[src/rtl/world_pkg.sv]
// Shared types for the world memory write path: entry layout, command opcodes,
// completion status codes and writer FSM states.
package world_pkg;

    localparam int WORLD_COORD_W = 32;
    localparam int WORLD_HALF_W  = WORLD_COORD_W / 2;
    localparam int ENTRY_W       = 3 * WORLD_HALF_W + 1;

    typedef struct packed {
        logic                    valid;
        logic [WORLD_HALF_W-1:0] x;
        logic [WORLD_HALF_W-1:0] y;
        logic [WORLD_HALF_W-1:0] z;
    } world_entry_t;

    typedef logic [ENTRY_W-1:0] world_entry_bits_t;

    typedef enum logic [1:0] {
        OP_PLACE  = 2'd0,
        OP_REMOVE = 2'd1,
        OP_CLEAR  = 2'd2,
        OP_RSVD   = 2'd3
    } world_op_t;

    typedef enum logic [2:0] {
        ST_OK            = 3'd0,
        ST_DUPLICATE     = 3'd1,
        ST_FULL          = 3'd2,
        ST_NOT_FOUND     = 3'd3,
        ST_OUT_OF_BOUNDS = 3'd4
    } world_status_t;

    typedef enum logic [2:0] {
        S_IDLE       = 3'd0,
        S_SCAN_ADDR  = 3'd1,
        S_SCAN_WAIT  = 3'd2,
        S_SCAN_CHECK = 3'd3,
        S_WRITE      = 3'd4,
        S_CLEAR      = 3'd5,
        S_RESP       = 3'd6
    } world_state_t;

endpackage

[src/rtl/world_entry_match.sv]
// Combinational compare of one RAM entry against the latched command coordinates.
// A hit requires the entry to be valid; free flags an empty slot.
module world_entry_match #(
    parameter int HALF_W = 16
) (
    input  logic [3*HALF_W:0]  entry_i,
    input  logic [HALF_W-1:0]  x_i,
    input  logic [HALF_W-1:0]  y_i,
    input  logic [HALF_W-1:0]  z_i,
    output logic               hit_o,
    output logic               free_o
);

    logic entry_valid;

    assign entry_valid = entry_i[3*HALF_W];
    assign free_o      = ~entry_valid;
    assign hit_o       = entry_valid & (entry_i[3*HALF_W-1:0] == {x_i, y_i, z_i});

endmodule

[src/rtl/world_writer.sv]
// Write side of the world RAM (port B): PLACE / REMOVE / CLEAR cube commands, live count.
// Optional WORLD_WRITER_BOUNDS_EN rejects PLACE coordinates outside [0, WORLD_EXTENT).
//
//  state        | meaning
//  S_IDLE       | waiting for a command; ready unless the drawer is mid-frame
//  S_SCAN_ADDR  | drive the scan index onto mem_addr
//  S_SCAN_WAIT  | hold address while the RAM read pipeline fills
//  S_SCAN_CHECK | compare returned entry, decide exit / next index
//  S_WRITE      | single-cycle write strobe of the chosen entry
//  S_CLEAR      | zero one entry per cycle across the whole RAM
//  S_RESP       | done pulse, status visible, back to idle
module world_writer
    import world_pkg::*;
#(
    parameter int COORD_WIDTH  = WORLD_COORD_W,
    parameter int WORLD_SIZE   = 100,
    parameter int WORLD_BITS   = 7,
    parameter int READ_LATENCY = 2,
    parameter int WORLD_EXTENT = 64
) (
    input  logic                         clk_in,
    input  logic                         rst_n_in,
    input  logic                         drawer_busy,
    input  logic                         cmd_valid,
    output logic                         cmd_ready,
    input  logic [1:0]                   cmd_op,
    input  logic [COORD_WIDTH/2-1:0]     cmd_x,
    input  logic [COORD_WIDTH/2-1:0]     cmd_y,
    input  logic [COORD_WIDTH/2-1:0]     cmd_z,
    output logic [WORLD_BITS-1:0]        mem_addr,
    input  logic [3*(COORD_WIDTH/2):0]   mem_rdata,
    output logic                         mem_we,
    output logic [3*(COORD_WIDTH/2):0]   mem_wdata,
    output logic                         busy,
    output logic                         done,
    output logic [2:0]                   status,
    output logic [WORLD_BITS:0]          cube_count
);

    localparam int HALF_W = COORD_WIDTH / 2;
    localparam int ENT_W  = 3 * HALF_W + 1;
    localparam int WAIT_W = (READ_LATENCY > 2) ? $clog2(READ_LATENCY - 1) : 1;

    localparam logic [WORLD_BITS-1:0] LAST_IDX = WORLD_BITS'(WORLD_SIZE - 1);
    localparam logic [WORLD_BITS:0]   CNT_MAX  = (WORLD_BITS + 1)'(WORLD_SIZE);
    localparam logic [HALF_W-1:0]     EXT_U    = HALF_W'(WORLD_EXTENT);

`ifdef WORLD_WRITER_BOUNDS_EN
    localparam bit BOUNDS_EN = 1'b1;
`else
    localparam bit BOUNDS_EN = 1'b0;
`endif

    world_state_t            state_q, state_d;
    world_op_t               op_q, op_d;
    world_status_t           status_q, status_d;
    logic [HALF_W-1:0]       x_q, x_d, y_q, y_d, z_q, z_d;
    logic [WORLD_BITS-1:0]   idx_q, idx_d;
    logic [WORLD_BITS-1:0]   free_idx_q, free_idx_d;
    logic                    free_found_q, free_found_d;
    logic [WORLD_BITS-1:0]   wr_addr_q, wr_addr_d;
    logic [WAIT_W-1:0]       wait_q, wait_d;
    logic [WORLD_BITS:0]     count_q, count_d;

    logic                    hit;
    logic                    slot_free;
    logic                    last_idx;
    logic                    cmd_oob;
    logic                    accept;

    world_entry_match #(
        .HALF_W (HALF_W)
    ) u_match (
        .entry_i (mem_rdata),
        .x_i     (x_q),
        .y_i     (y_q),
        .z_i     (z_q),
        .hit_o   (hit),
        .free_o  (slot_free)
    );

    // Unsigned compare also catches negative coords: their sign bit puts them far above EXT_U.
    assign cmd_oob  = BOUNDS_EN & ((cmd_x >= EXT_U) | (cmd_y >= EXT_U) | (cmd_z >= EXT_U));
    assign last_idx = (idx_q == LAST_IDX);

    assign cmd_ready = rst_n_in & (state_q == S_IDLE) & ~drawer_busy;
    assign accept    = cmd_valid & cmd_ready;

    always_comb begin
        state_d      = state_q;
        op_d         = op_q;
        status_d     = status_q;
        x_d          = x_q;
        y_d          = y_q;
        z_d          = z_q;
        idx_d        = idx_q;
        free_idx_d   = free_idx_q;
        free_found_d = free_found_q;
        wr_addr_d    = wr_addr_q;
        wait_d       = wait_q;
        count_d      = count_q;

        unique case (state_q)
            S_IDLE: begin
                if (accept) begin
                    op_d         = world_op_t'(cmd_op);
                    x_d          = cmd_x;
                    y_d          = cmd_y;
                    z_d          = cmd_z;
                    idx_d        = '0;
                    free_found_d = 1'b0;
                    unique case (world_op_t'(cmd_op))
                        OP_PLACE: begin
                            if (cmd_oob) begin
                                status_d = ST_OUT_OF_BOUNDS;
                                state_d  = S_RESP;
                            end else begin
                                state_d  = S_SCAN_ADDR;
                            end
                        end
                        OP_REMOVE: state_d = S_SCAN_ADDR;
                        OP_CLEAR:  state_d = S_CLEAR;
                        default: begin
                            status_d = ST_OK;
                            state_d  = S_RESP;
                        end
                    endcase
                end
            end
            S_SCAN_ADDR: begin
                if (READ_LATENCY > 1) begin
                    wait_d  = WAIT_W'(READ_LATENCY - 2);
                    state_d = S_SCAN_WAIT;
                end else begin
                    state_d = S_SCAN_CHECK;
                end
            end
            S_SCAN_WAIT: begin
                if (wait_q == '0) begin
                    state_d = S_SCAN_CHECK;
                end else begin
                    wait_d = wait_q - 1'b1;
                end
            end
            S_SCAN_CHECK: begin
                if (op_q == OP_PLACE) begin
                    if (hit) begin
                        status_d = ST_DUPLICATE;
                        state_d  = S_RESP;
                    end else begin
                        if (slot_free && !free_found_q) begin
                            free_found_d = 1'b1;
                            free_idx_d   = idx_q;
                        end
                        if (last_idx) begin
                            if (free_found_q) begin
                                wr_addr_d = free_idx_q;
                                state_d   = S_WRITE;
                            end else if (slot_free) begin
                                wr_addr_d = idx_q;
                                state_d   = S_WRITE;
                            end else begin
                                status_d  = ST_FULL;
                                state_d   = S_RESP;
                            end
                        end else begin
                            idx_d   = idx_q + 1'b1;
                            state_d = S_SCAN_ADDR;
                        end
                    end
                end else begin
                    if (hit) begin
                        wr_addr_d = idx_q;
                        state_d   = S_WRITE;
                    end else if (last_idx) begin
                        status_d  = ST_NOT_FOUND;
                        state_d   = S_RESP;
                    end else begin
                        idx_d     = idx_q + 1'b1;
                        state_d   = S_SCAN_ADDR;
                    end
                end
            end
            S_WRITE: begin
                status_d = ST_OK;
                state_d  = S_RESP;
                if (op_q == OP_PLACE) begin
                    if (count_q != CNT_MAX) count_d = count_q + 1'b1;
                end else begin
                    if (count_q != '0) count_d = count_q - 1'b1;
                end
            end
            S_CLEAR: begin
                if (last_idx) begin
                    count_d  = '0;
                    status_d = ST_OK;
                    state_d  = S_RESP;
                end else begin
                    idx_d    = idx_q + 1'b1;
                end
            end
            S_RESP: begin
                idx_d   = '0;
                state_d = S_IDLE;
            end
            default: state_d = S_IDLE;
        endcase
    end

    always_ff @(posedge clk_in) begin
        if (!rst_n_in) begin
            state_q      <= S_IDLE;
            op_q         <= OP_PLACE;
            status_q     <= ST_OK;
            x_q          <= '0;
            y_q          <= '0;
            z_q          <= '0;
            idx_q        <= '0;
            free_idx_q   <= '0;
            free_found_q <= 1'b0;
            wr_addr_q    <= '0;
            wait_q       <= '0;
            count_q      <= '0;
        end else begin
            state_q      <= state_d;
            op_q         <= op_d;
            status_q     <= status_d;
            x_q          <= x_d;
            y_q          <= y_d;
            z_q          <= z_d;
            idx_q        <= idx_d;
            free_idx_q   <= free_idx_d;
            free_found_q <= free_found_d;
            wr_addr_q    <= wr_addr_d;
            wait_q       <= wait_d;
            count_q      <= count_d;
        end
    end

    // RAM port B is driven purely from state so a reset drops the strobe on the very next cycle.
    assign mem_addr   = (state_q == S_WRITE) ? wr_addr_q : idx_q;
    assign mem_we     = (state_q == S_WRITE) | (state_q == S_CLEAR);
    assign mem_wdata  = ((state_q == S_WRITE) && (op_q == OP_PLACE)) ? {1'b1, x_q, y_q, z_q}
                                                                     : {ENT_W{1'b0}};
    assign busy       = (state_q != S_IDLE) & (state_q != S_RESP);
    assign done       = (state_q == S_RESP);
    assign status     = status_q;
    assign cube_count = count_q;

endmodule
[config.mk]
export PLATFORM = sky130hd
export DESIGN_NAME = world_writer
export DESIGN_NICKNAME = d
export VERILOG_FILES = /design/src/rtl/world_pkg.sv /design/src/rtl/world_entry_match.sv /design/src/rtl/world_writer.sv
export SDC_FILE = /design/constraint.sdc
export NUM_CORES = 1
export LEC_CHECK = 0
export BUFFER_PORTS_ARGS = -buffer_cell sky130_fd_sc_hd__buf_2
export CAP_MARGIN = 10
export CORE_ASPECT_RATIO = 0.9
export CORE_MARGIN = 3
export CORE_UTILIZATION = 30
export CTS_CLUSTER_DIAMETER = 80
export DETAILED_ROUTE_END_ITERATION = 6
export PLACE_DENSITY = 0.52
export SLEW_MARGIN = 40
export SYNTH_ARGS = -nofsm -noshare
export SYNTH_HDL_FRONTEND = slang
export SYNTH_HIERARCHICAL = 1
export SYNTH_SLANG_ARGS = --single-unit
[constraint.sdc]
create_clock -name clk_in -period 4.05 [get_ports clk_in]
set_clock_uncertainty 0.05 [all_clocks]
set_input_delay 1.215 -clock clk_in [delete_from_list [all_inputs] [get_ports clk_in]]
set_output_delay 1.215 -clock clk_in [all_outputs]
set_load 0.05 [all_outputs]
## Word level (Yosys, flattened, before mapping)

Cells that the tools add are included.

- Add/sub/neg operators: 4
- Equal/unequal tests: 27
- Muxes and demuxes: 47
- Bitwise operators: 9
- Reductions and logical operators: 25

Operators by type and width:

| kind | count |
|---|---|
| two-way mux 7 bit | 10 |
| two-way mux 3 bit | 18 |
| two-way mux 49 bit | 1 |
| equality test 48 bit | 1 |
| two-way mux 8 bit | 4 |
| one-hot mux 7 bit (4 select lines) | 1 |
| one-hot mux 3 bit (6 select lines) | 1 |
| != test 2 bit (second input constant) | 8 |
| one-hot mux 8 bit (2 select lines) | 1 |
| != test 3 bit (second input constant) | 4 |
| one-hot mux 3 bit (4 select lines) | 1 |
| AND reduction 5 bit | 2 |
| nonzero test 2 bit | 5 |
| equality test 3 bit (second input constant) | 3 |
| adder 8 x 1 -> 8 bit (second input constant) | 1 |
| != test 4 bit (second input constant) | 2 |
| != test 8 x 7 -> 1 bit (second input constant) | 1 |
| AND reduction 4 bit | 2 |
| AND reduction 8 bit | 1 |
| nonzero test 4 bit | 2 |
| nonzero test 8 bit | 1 |
| subtractor 8 x 1 -> 8 bit (second input constant) | 1 |
| adder 7 x 1 -> 7 bit (second input constant) | 1 |
| equality test 7 bit (second input constant) | 1 |
| 23 further kinds | 39 |

- Bits in registers: 87
- Input bits: 103

## Longest topological paths before layout

- Word-level depth: 6
- Depth in mapped cells: 11
- Mapped depth without buffers: 9

## Hierarchy

Netlist, hierarchy kept.

By module, submodules not included:

| module | times used | cells an instance | area an instance (µm²) |
|---|---|---|---|
| world_writer | 1 | 537 | 4202.8 |
| world_entry_match | 1 | 72 | 555.5 |

## Least setup slack after synthesis

OpenSTA, ideal clock, no wires.

- Path type: input to output
- Start point: input rst_n_in
- End point: output cmd_ready
- Data arrival time: 2.671 ns
- Data required time: 2.785 ns
- Path slack: 0.114 ns
- Stages: 3
- Path through: clkinv_1 -> clkbuf_1 -> nor3_1

- Cells in the longest elaborated chain, start to end: 2

Ends and longest elaborated chain:

| item | RTL line | source |
|---|---|---|
| start, declared | world_writer.sv:22 | `input logic rst_n_in,` |
| bitwise AND 1 bit (2 in a row) | world_writer.sv:86 | `assign cmd_ready = rst_n_in & (state_q == S_IDLE) & ~drawer_busy;` |
| end, declared | world_writer.sv:25 | `output logic cmd_ready,` |

Every way passes these cells.

## Worst setup path in the final report

- Start point: register state_q[2]
- End point: output mem_addr[6]

- Cells in the longest elaborated chain, start to end: 2

Ends and longest elaborated chain:

| item | RTL line | source |
|---|---|---|
| start, declared | world_writer.sv:54 | `world_state_t state_q, state_d;` |
| start signal, assigned | world_writer.sv:225 | `state_q <= state_d;` |
| equality test 3 bit | world_writer.sv:241 | `assign mem_addr = (state_q == S_WRITE) ? wr_addr_q : idx_q;` |
| two-way mux 7 bit | world_writer.sv:241 |  |
| end, declared | world_writer.sv:30 | `output logic [WORLD_BITS-1:0] mem_addr,` |

Every way passes these cells.

==> summary by stage <==
Run status
The run finished with clean final reports.

Worst setup path
The count of buffering cells on the critical path with inverters included is 1. The largest fanout on the critical path is 12. The worst setup path is of the register to output pin kind. The worst register-to-register path ends at idx_q[6]. In this design, the stage delay of the slowest critical-path cell is 0.59 ns. The required time of the worst setup path is 2.78 ns. The reg-to-reg startpoint is x_q[1].

The signal on the critical path passes through nor2b_1 > and2_1 > mux2_2 > buf_2. The worst setup path is captured at an output pin. For flop-to-flop paths, the worst setup slack is 1.17 ns. For the worst flop-to-flop path, the logic depth is 11. At the worst endpoint, the arrival time is 2.52 ns. The largest individual stage delay along the critical path comes from the cell sky130_fd_sc_hd__dfxtp_1. The cell family contributing the most delay on the critical path is simple AND/OR/NAND/NOR gates.

The critical path startpoint category is a register.

Clock tree
The clock root buffer is sky130_fd_sc_hd__clkbuf_16. The clock tree synthesis step divided the H-tree into 3 levels. Clock tree synthesis found a total of 85 sinks. No sink is reached through more buffers than the 2 on the longest clock path.

TritonCTS built the clock tree. Buffers inserted to repair hold after CTS numbered 0. The count of cells resized by post-cts repair is 0. The number of setup buffers added after CTS is 0. After clock tree synthesis, the clock-pin slew on the worst setup and hold paths is 0.06 ns.

Buffers inserted during clock tree synthesis total 9. The clock reaches the later pin of the worst-skew pair after 0.35 ns.

Logic synthesis
Counting flops with a built-in enable in the synthesized netlist gives 0. sky130_fd_sc_hd__dfxtp_1 takes more of the synthesized area than any other cell. The most common cell in the synthesized netlist is sky130_fd_sc_hd__nand2_1. For this run, asynchronously set or reset flops after synthesis account for 0%. The yosys synthesis warning count is 6. In the synthesized netlist, the number of instances is 609. By area the synthesized netlist is led by sky130_fd_sc_hd__dfxtp_1, sky130_fd_sc_hd__nand2_1, sky130_fd_sc_hd__a21oi_1, sky130_fd_sc_hd__and2_1, sky130_fd_sc_hd__xor2_1. The share of the synthesized area in the top cell type is 35.8%.

The mean instance size in the synthesized netlist is 7.81 sq um. The cell area after synthesis is 0.00476 sq mm. Synthesis inferred 85 register bits. The commonest cells after synthesis are sky130_fd_sc_hd__nand2_1, sky130_fd_sc_hd__dfxtp_1, sky130_fd_sc_hd__a21oi_1. The most used flip-flop cell after synthesis is sky130_fd_sc_hd__dfxtp_1. The unique cell type count in the Yosys netlist is 65. The synthesized netlist net count is 723.

The post-synthesis sequential area ratio is 35.8%.

Power
The internal portion of the total power is 1.53 mW. The net switching share of the total power is 26.9%. In this run the power spent charging and discharging nets is 0.563 mW.

The analysis attributes to cell leakage a power of 2.77 nW. Combinational logic is responsible for 14.9% of the overall power. The clock network accounts for 42.4% of the total power. The power density over cell area is 342 mW/mm^2. VDD sags by at most 0.000196 V. The sequential share of power is 42.7%.

Cells and area
The number of standard cells in the final layout excluding fillers is 972. The area growth from synthesis to layout is 28.6%. The share of cells above drive strength 1 is 28.3%. The footprint of the multi-input gates is 0.00285 sq mm. The number of nets at the end of the flow is 879. The filler cells instantiated in the layout total 1,630. The sequential standard cell area is 0.00170 sq mm.

Drt
For this block, the via count after detailed routing is 4,668. The via density per instance is 4.80. The total iterations of the first detailed-routing run is 4. After detailed routing, the total wire length is 15.3 mm.

The DRC violation total after the first TritonRoute iteration is 197. Dividing the detail-routed wire length by the instance count gives 15.7 microns. The final routed DRC violation total is 0. The number of nets with antenna violations after routing is 0.

Place
OpenSTA, run right after detailed placement, puts the worst setup slack at 0.143 ns. The congestion estimate from routability-driven global placement came to 0.841. The count of input and output buffers is 172.

The number of placed instances, taps included is 956. After legalization and detailed placement, the total HPWL measured 11.7 mm.

GRT
The number of antenna violations at the first check in global routing is 0. Global routing used 17.3% of the available tracks across all layers. The via count of the first global-routing pass was 4,550.

Summed over all layers, the global routing overflow is 0. The maximum number of pins on one net before global-route repair is 52. The first global-routing pass estimated 24.4 mm of wire.

STA
Subtracting the final worst setup slack from the clock period gives 3.79 ns. The final number of max-transition violations is 0. The worst path setup slack after routing is 0.262 ns.

The transition time at the pin with the least slew margin is 0.589 ns. The achievable frequency is 0.264 GHz. The sum of negative setup slack is 0 ns.

The final number of setup-violating endpoints is 0. The ratio of final minimum period to clock period is 93.5%. The final hold violation count came to 0. Setup repair after global routing left no endpoint under its margin. The worst max-slew margin expressed relative to the limit is 60.7%.

The minimum hold slack is 0.403 ns.

Floorplanning
The floorplan step set the die height to 125 microns. The die footprint is 0.0174 sq mm. The total area inside the core boundary comes to 0.0155 sq mm.

In this run the count of I/O pins placed on the die edge is 174. The die outline width is 139 microns. The effective utilization at floorplan is 30.7%. The cell row count is 43.

Hold path
The startpoint identified for the worst hold timing path is op_q[1]. Along the worst hold path, the cell count comes to 2. The tightest min-delay check is of the register to register type. The worst hold path terminates at op_q[1].

Flow run
The number of violations of the max-capacitance limit is 0.
[worst reg2reg max path: stages (launching register included)]
cell and delay (ns):
sky130_fd_sc_hd__dfxtp_1 0.33, sky130_fd_sc_hd__xnor2_1 0.29, sky130_fd_sc_hd__nand4_1 0.15, sky130_fd_sc_hd__or4_1 0.51
sky130_fd_sc_hd__nor4_2 0.38, sky130_fd_sc_hd__buf_4 0.23, sky130_fd_sc_hd__a211oi_1 0.08, sky130_fd_sc_hd__o32ai_4 0.26
sky130_fd_sc_hd__buf_4 0.21, sky130_fd_sc_hd__nor3_1 0.07, sky130_fd_sc_hd__xnor2_1 0.15, sky130_fd_sc_hd__nor2_1 0.06
[sequential cells by signal (all words and copies together), names as in the netlist]
register      count
x_q              16
y_q              16
z_q              16
cube_count        8
free_idx_q        7
idx_q             7
wr_addr_q         7
state_q           3
op_q              2
status            2
free_found_q      1
[power groups by stage]
stage	combinational, mW	clock (mW)	sequential (mW)
floorplan	0.195	0	0.909
finish	0.311	0.888	0.893
detailed placement	0.313	0	0.912
global route	0.344	0.950	0.896
global placement	0.309	0	0.910
CTS	0.315	0.915	0.893
[final cells by class]
cell class | count | area share, %
diodes | 1 | 0.0409
clock buffers | 10 | 3.91
clock inverters | 5 | 1.23
inverters | 18 | 1.10
multi-input cells | 472 | 46.6
flip-flops and latches | 85 | 27.8
well taps | 202 | 4.13
repair buffers | 179 | 15.1
[stage by stage]
step,area (sq um),util [%],total power [mW]
finish,6120,39.5,2.09
global route,6120,39.5,2.19
CTS,6110,39.5,2.12
detailed placement,5800,37.4,1.22
global placement,5790,37.4,1.22
floorplan,4760,-,1.10
[metal layers]
layer	GRT usage (%)	vias to the layer above	wire length (microns)
met1	23.0	2176	7030
met2	27.9	126	7120
li1	-	2349	-
met5	0	-	0
met4	4.14	0	221
met3	4.86	17	911
[cells by family after synthesis]
group                      count (synthesis)  share of synthesized area (%)
xor gates and xnor gates                  48                           8.84
muxes                                     18                           3.92
and+or+nand+nor                          276                           28.6
other                                      1                         0.0788
buffers and inverters                     52                           4.58
DFF                                       85                           35.8
adders and majority gates                 11                           3.05
AOI/OAI and AO/OA                        118                           15.1
[worst max-delay path by stage]
stage / from / slack, ns / end / cells past startpoint
floorplan: rst_n_in / 0.11 / cmd_ready / 3
detailed placement: mem_rdata[33] / 0.14 / idx_q[6] / 12
CTS: state_q[2] / 0.25 / mem_addr[6] / 4
global route: state_q[2] / 0.10 / mem_addr[6] / 4
global placement: mem_rdata[33] / 0.15 / idx_q[6] / 12
finish: state_q[2] / 0.26 / mem_addr[6] / 4
[layout by cell type (no fill, tap or decap), types with 7 or more instances in the layout]
cell,instances
sky130_fd_sc_hd__xnor2_1,13
sky130_fd_sc_hd__and2_1,51
sky130_fd_sc_hd__a21oi_1,71
sky130_fd_sc_hd__a211oi_1,10
sky130_fd_sc_hd__o21ai_0,11
sky130_fd_sc_hd__dfxtp_1,85
sky130_fd_sc_hd__xor2_1,35
sky130_fd_sc_hd__buf_2,172
sky130_fd_sc_hd__nand2_1,120
sky130_fd_sc_hd__ha_1,10
sky130_fd_sc_hd__nor3_1,7
sky130_fd_sc_hd__nor2_1,40
sky130_fd_sc_hd__inv_1,15
sky130_fd_sc_hd__clkbuf_16,9
sky130_fd_sc_hd__nor4_1,9
sky130_fd_sc_hd__mux2i_1,13
No activity file was read; power rests on OpenSTA's default activity.
